**src/rtl/csr_trap_seq.sv**
```systemverilog
// Sequencer between decode/execute and the CSR file. It turns one system
// instruction at a time into single-port CSR writes, a completion pulse and PC redirects.
module csr_trap_seq #(
  parameter logic [31:0] ECALL_CAUSE = 32'd11
) (
  input  logic        clk,
  input  logic        rst,
  input  logic        in_valid,
  output logic        in_ready,
  input  logic [2:0]  in_op,
  input  logic [31:0] in_pc,
  input  logic [11:0] in_csr,
  input  logic [31:0] in_src,
  output logic [11:0] csr_rd_reg,
  input  logic [31:0] csr_rd_bus,
  input  logic [31:0] mtvec,
  input  logic [31:0] mepc,
  output logic        csr_wr_en,
  output logic        csr_wr_set,
  output logic [11:0] csr_wr_reg,
  output logic [31:0] csr_wr_bus,
  output logic        done_valid,
  output logic [31:0] done_rdata,
  output logic        redirect_valid,
  output logic [31:0] redirect_pc,
  output logic        busy
);

  localparam logic [2:0]  OP_CSRRW   = 3'b001;
  localparam logic [2:0]  OP_CSRRS   = 3'b010;
  localparam logic [2:0]  OP_ECALL   = 3'b011;
  localparam logic [2:0]  OP_MRET    = 3'b100;
  localparam logic [11:0] ADDR_MEPC  = 12'h341;
  localparam logic [11:0] ADDR_MCAUSE = 12'h342;

  typedef enum logic [2:0] {
    IDLE, CSR_WR, EPC, CAUSE, JUMP, RET, NOPD
  } state_t;

  state_t      r_state;
  state_t      w_next;
  logic [2:0]  r_op;
  logic [31:0] r_pc;
  logic [11:0] r_csr;
  logic [31:0] r_src;
  logic [31:0] r_old;
  logic        w_accept;

  assign in_ready   = (r_state == IDLE) && !rst;
  assign busy       = (r_state != IDLE) && !rst;
  assign w_accept   = in_valid && in_ready;
  assign csr_rd_reg = (r_state == IDLE) ? in_csr : r_csr;

  always_ff @(posedge clk) begin
    if (rst) begin
      r_state <= IDLE;
      r_op    <= '0;
      r_pc    <= '0;
      r_csr   <= '0;
      r_src   <= '0;
      r_old   <= '0;
    end else begin
      r_state <= w_next;
      // The old value is captured before this instruction's own write commits
      if (w_accept) begin
        r_op  <= in_op;
        r_pc  <= in_pc;
        r_csr <= in_csr;
        r_src <= in_src;
        r_old <= csr_rd_bus;
      end
    end
  end

  always_comb begin
    w_next         = r_state;
    csr_wr_en      = 1'b0;
    csr_wr_set     = 1'b0;
    csr_wr_reg     = '0;
    csr_wr_bus     = '0;
    done_valid     = 1'b0;
    done_rdata     = '0;
    redirect_valid = 1'b0;
    redirect_pc    = '0;
    // Outputs stay quiet during reset so an aborted sequence issues nothing more
    if (!rst) begin
      unique case (r_state)
        IDLE: begin
          if (w_accept) begin
            case (in_op)
              OP_CSRRW, OP_CSRRS: w_next = CSR_WR;
              OP_ECALL:           w_next = EPC;
              OP_MRET:            w_next = RET;
              default:            w_next = NOPD;
            endcase
          end
        end
        CSR_WR: begin
          // CSRRS with a zero mask must not touch the CSR
          if (!((r_op == OP_CSRRS) && (r_src == '0))) begin
            csr_wr_en  = 1'b1;
            csr_wr_set = (r_op == OP_CSRRS);
            csr_wr_reg = r_csr;
            csr_wr_bus = r_src;
          end
          done_valid = 1'b1;
          done_rdata = r_old;
          w_next     = IDLE;
        end
        EPC: begin
          csr_wr_en  = 1'b1;
          csr_wr_reg = ADDR_MEPC;
          csr_wr_bus = r_pc;
          w_next     = CAUSE;
        end
        CAUSE: begin
          csr_wr_en  = 1'b1;
          csr_wr_reg = ADDR_MCAUSE;
          csr_wr_bus = ECALL_CAUSE;
          w_next     = JUMP;
        end
        JUMP: begin
          redirect_valid = 1'b1;
          redirect_pc    = mtvec & ~32'h3;
          done_valid     = 1'b1;
          w_next         = IDLE;
        end
        RET: begin
          redirect_valid = 1'b1;
          redirect_pc    = mepc;
          done_valid     = 1'b1;
          w_next         = IDLE;
        end
        NOPD: begin
          done_valid = 1'b1;
          w_next     = IDLE;
        end
        default: w_next = IDLE;
      endcase
    end
  end

endmodule

```
**config.mk**
```make
export PLATFORM = sky130hd
export DESIGN_NAME = csr_trap_seq
export DESIGN_NICKNAME = d
export VERILOG_FILES = /design/src/rtl/csr_trap_seq.sv
export SDC_FILE = /design/constraint.sdc
export NUM_CORES = 1
export LEC_CHECK = 0
export BUFFER_PORTS_ARGS = -buffer_cell sky130_fd_sc_hd__buf_2
export CORE_AREA = 2 2 118 120
export CTS_CLUSTER_DIAMETER = 200
export DETAILED_ROUTE_END_ITERATION = 10
export DIE_AREA = 0 0 120 122
export GPL_TIMING_DRIVEN = 0
export HOLD_SLACK_MARGIN = 0.15
export MAX_ROUTING_LAYER = met4
export PLACE_DENSITY = 0.77
export SKIP_CTS_REPAIR_TIMING = 1
export SLEW_MARGIN = 30
export SYNTH_ARGS = -nofsm -noshare
export SYNTH_HDL_FRONTEND = slang
export SYNTH_SLANG_ARGS = --single-unit
```
**constraint.sdc**
```tcl
create_clock -name clk -period 2.2 [get_ports clk]
set_clock_uncertainty 0.15 [all_clocks]
set_input_delay 0.11 -clock clk [delete_from_list [all_inputs] [get_ports clk]]
set_output_delay 0.11 -clock clk [all_outputs]
set_load 0.02 [all_outputs]
```
Word-level counts from Yosys, hierarchy flattened
Cells that the tools add are included.
{"block": "totals", "out_inout_bits": 126, "register_bits": 114, "mem_bits_ro": 0, "latchBits": 0, "memories": 0, "elab_cells": 54, "ramBits": 0}
{"block": "op_classes", "n_addsub": 0, "magnitude_cmp": 0, "bitwise": 0, "n_mux": 24, "n_div": 0, "n_shift": 0, "n_eq_ne": 12, "mul": 0, "reduce_logical": 12}
{"operator": "$mux W32", "count": 5}
{"operator": "$pmux W32 S3", "count": 1}
{"operator": "$pmux W32 S2", "count": 1}
{"operator": "$mux W12", "count": 3}
{"operator": "$pmux W12 S3", "count": 1}
{"operator": "$logic_not A32 Y1", "count": 1}
{"operator": "$pmux W3 S3", "count": 2}
{"operator": "$eq A3 B2 Y1 const B", "count": 5}
{"operator": "$eq A3 B3 Y1 const B", "count": 4}
{"operator": "$mux W1", "count": 9}
{"operator": "$eq A3 B1 Y1 const B", "count": 2}
{"operator": "$reduce_or A2 Y1", "count": 3}
{"operator": "$logic_and A1 B1 Y1", "count": 4}
{"operator": "$reduce_or A4 Y1", "count": 1}
{"operator": "$logic_not A3 Y1", "count": 1}
{"operator": "$mux W3", "count": 1}
{"operator": "$reduce_bool A3 Y1", "count": 1}
{"operator": "$ne A2 B2 Y1 const B", "count": 1}
{"operator": "$pmux W1 S2", "count": 1}
{"operator": "$logic_not A1 Y1", "count": 1}

Logic depth before layout (Yosys ltp)
{"block": "logic_depth", "depth_word": 5, "mapped_depth": 7}

Worst setup path before layout
OpenSTA, ideal clock, no wires.
{"block": "synth_path", "kind": "register to output", "from": "register r_state[0]", "to": "output port csr_wr_reg[1]", "path_buffers": 2, "stages_incl_launch_ff": 7, "t_arrival_ns": 1.725, "required_time_ns": 1.940, "slack_ns": 0.215, "cell_sequence": "dfxtp_1 > or3b_2 > buf_2 > nor2_4 > buf_2 > nand2_1 > o22ai_1"}
{"block": "synth_via", "elab_chain_len": 3, "word_cells_on_any_way": 5, "cone_classes": "3 x eq/ne; 2 x mux"}
{"element": "start, declared", "line_no": "40", "text": "state_t r_state;"}
{"element": "start signal, assigned", "line_no": "63", "text": "r_state <= w_next;"}
{"element": "$eq A3 B2 Y1 or $eq A3 B1 Y1 (tied branches)", "line_no": "87", "text": "unique case (r_state)"}
{"element": "$pmux W12 S3 (*)", "line_no": "87"}
{"element": "$mux W12 (*)", "line_no": "86", "text": "if (!rst) begin"}
{"element": "end, declared", "line_no": "20", "text": "output logic [11:0] csr_wr_reg,"}
Every way passes the cells marked *; elsewhere a longest branch is shown, timed or not.

Final worst setup path
{"block": "layout_path", "from": "register r_src[15]", "to": "output port csr_wr_reg[9]"}
{"block": "layout_via", "elab_chain_len": 5}
{"element": "start, declared", "line_no": "45", "text": "logic [31:0] r_src;"}
{"element": "start signal, assigned", "line_no": "69", "text": "r_src <= in_src;"}
{"element": "$logic_not A32 Y1", "line_no": "100", "text": "if (!((r_op == OP_CSRRS) && (r_src == '0))) begin"}
{"element": "$logic_and A1 B1 Y1", "line_no": "100"}
{"element": "$mux W12", "line_no": "100"}
{"element": "$pmux W12 S3", "line_no": "87"}
{"element": "$mux W12", "line_no": "86"}
No other way between the ends.

==> results.ini <==
[clocking]
cts_buffers = 17
clockBufferDepth = 2
cts_tree = done
htree_levels = 4
cts_root_buf = clkbuf_16
clk_latency_ps = 410
clk_pin_slew_ps = 50
clock-sinks = 114

[setup_path]
crit_required_ps = 1940
cpMostUsedCell = buf_6
crit_arrival_ps = 2130
critical_path_class = reg2out
cp-end-kind = primary output
critPathSlowestCell = o31a_1
cp_slowest_stage_delay_ps = 370
worst-path-max-fanout = 5
critPathLaunchType = flip-flop
worstPathCellList = nor4_2 > nand4_1 > o31a_1 > buf_6 > a21o_1 > buf_6

[timing]
whs_ps = 278
relSlewSlack_pct = 66.0
worst_slew_pin_slew_ps = 511
timing.final.crit_share_pct = 109
rsz0062_at_grt = yes
clock.fmax_mhz = 418
setup_viol = 39
tns_ps = -2510
setup_ws_ps = -194
final-hold-violation-count = 0
finalCriticalPeriod_ps = 2390
slew_viol_final = 0

[global_route]
grt_pass1_vias = 5773
met1_usage_pct = 31.3
grt_max_degree = 17
use_met3_pct = 8.05
antenna_found_initial = 0
busiest_layer = met2
grt-ovfl-total = 0
gr-usage-met2_pct = 44.7
grt_usage_pct = 26.7
grt_pass1_wl_um = 29500

[cells_and_area]
area_growth_pct = 76.2
fillers = 971
antenna_cells = 0
drive_gt1_share_pct = 37.9
final_nets = 1348
layoutNonFillerInstCount = 1363

[drt]
wirelength_um = 25100
ant_nets = 0
route.detailed.drc = 0
routed_via_density = 5.27
drt-initial-drc-count = 606
drt-pass1-iter-count = 7
via_count = 7185
routedWlPerCell_um = 18.4

[flow_run]
max-cap-violations = 0

[synthesis]
synth_cell_types = 32
syn_area_mm2 = 0.00555
yosysSeqAreaShare_pct = 41.1
synthesis.nets = 894
synth_area_per_cell_um2 = 7.75
ys_seq_elements = 114
netlist_instances = 716
ys_warn_count = 0

[power]
leakagePower_nw = 4.41
finalPower_mw = 6.77
p_int_mw = 4.89
powerDensity_mw_per_mm2 = 692
clockPowerShare_pct = 43.3
switchingPower_mw = 1.88
swShare_pct = 27.7
power_frac_seq_pct = 35.7
p_comb_share_pct = 21.0
ir_drop_mv = 0.466

[hold_path]
hold_path_class = in2reg

[place]
post-place-ws_ps = -201
placedCellCount = 1197
dp.final_hpwl_um = 14700
numPortBuffers = 301
routabilityCongestion = 0.872

[floorplanning]
initial_utilization_pct = 41.1
dieArea_mm2 = 0.0146
die_y_um = 122
die_w_um = 120
fp-row-count = 43
io_pins = 304
core_mm2 = 0.0135

[outcome]
outcome = finished, violations left
violations = negative setup slack

-- registers in the layout, summed over array words and instances, names as in the netlist --
signal,flops
r_op,3
r_src,32
r_csr,12
r_state,3
r_old,32
r_pc,32
-- per-layer routing --
metal  part of all wire, %  wire, µm
met3                   7.5      1880
met4                   3.6       903
met2                    51     12900
met5                     0         0
met1                    38      9400
-- cell type report --
class                      count  area [µm²]  area share, %
clock inverter                13         183           1.87
inverter                       2        7.51         0.0768
clock buffer                  19         443           4.53
buffer                        60         409           4.18
multi-input combinational    539        3100           31.7
sequential                   114        2300           23.5
tap                          180         225           2.30
timing repair buffer         436        3110           31.8
-- cell usage after synthesis, drive strengths merged --
master	number	area share (%)
a22o	29	4.6
o21ai	119	11
or2	1	0.11
a22oi	30	4.1
inv	2	0.14
nor2	74	5.1
nand4	2	0.23
nor4	10	1.1
or3	1	0.20
o31a	1	0.16
or3b	1	0.16
nor3b	2	0.47
nand2b	114	13
dfxtp	114	41
and2	7	0.79
mux2	12	2.4
xor2	1	0.16
nor3	2	0.18
o22ai	1	0.11
a21boi	1	0.14
a21o	4	0.54
clkbuf	35	2.4
buf	26	3.4
a21oi	3	0.27
and3	3	0.34
nand2	121	8.2
-- worst max-delay path: cells and delay by family, from the launching register on --
kind	cells	cell delay (ps)
flops	1	340
compound gates	2	540
simple gates	2	530
buf+inv	2	310
-- worst paths after layout --
check | startpoint | slack [ps] | depth (start not counted) | endpoint
max | r_src[15] | -190 | 6 | csr_wr_reg[9]
min reg2reg | r_pc[30] | 310 | 2 | r_pc[30]
min | in_src[23] | 280 | 4 | r_src[23]
max reg2reg | r_state[0] | 70 | 5 | r_csr[5]
-- power groups by stage --
stage | Sequential (mW) | Clock, mW | Combinational, mW
after floorplan | 2.39 | 0 | 0.630
after CTS | 2.38 | 2.94 | 1.04
after global placement | 2.42 | 0 | 1.01
after global routing | 2.43 | 3.06 | 1.52
after detailed placement | 2.42 | 0 | 1.02
final | 2.42 | 2.93 | 1.42
-- cell families (layout without fill, tap and decap cells) --
| logic type | Yosys count | count (layout) | share of synthesized area [%] |
|---|---|---|---|
| compound gates | 188 | 188 | 20.6 |
| xor+xnor | 1 | 1 | 0.158 |
| buf+inv | 63 | 530 | 5.95 |
| flops | 114 | 114 | 41.1 |
| mux | 12 | 12 | 2.43 |
| simple gates | 338 | 338 | 29.8 |
-- metrics by stage --
| stage | area, µm² | utilization (%) |
|---|---|---|
| after floorplan | 5550 | - |
| after global placement | 7280 | 53.9 |
| after detailed placement | 7280 | 53.9 |
| after CTS | 7910 | 58.6 |
| after global routing | 9780 | 72.4 |
| final | 9780 | 72.4 |
-- layout by cell type (no fill, tap or decap), drive strengths merged, types with 4 or more instances in the layout --
cell type / count
a22oi: 30
mux2: 12
and2: 7
buf: 353
clkbuf: 48
nor2: 74
nand2b: 114
nand2: 121
nor4: 10
bufinv: 4
inv: 4
a22o: 29
dlygate4sd3: 114
o21ai: 119
dfxtp: 114
a21o: 4
clkinv: 6
Note: power is estimated with default switching activity, not from simulation.
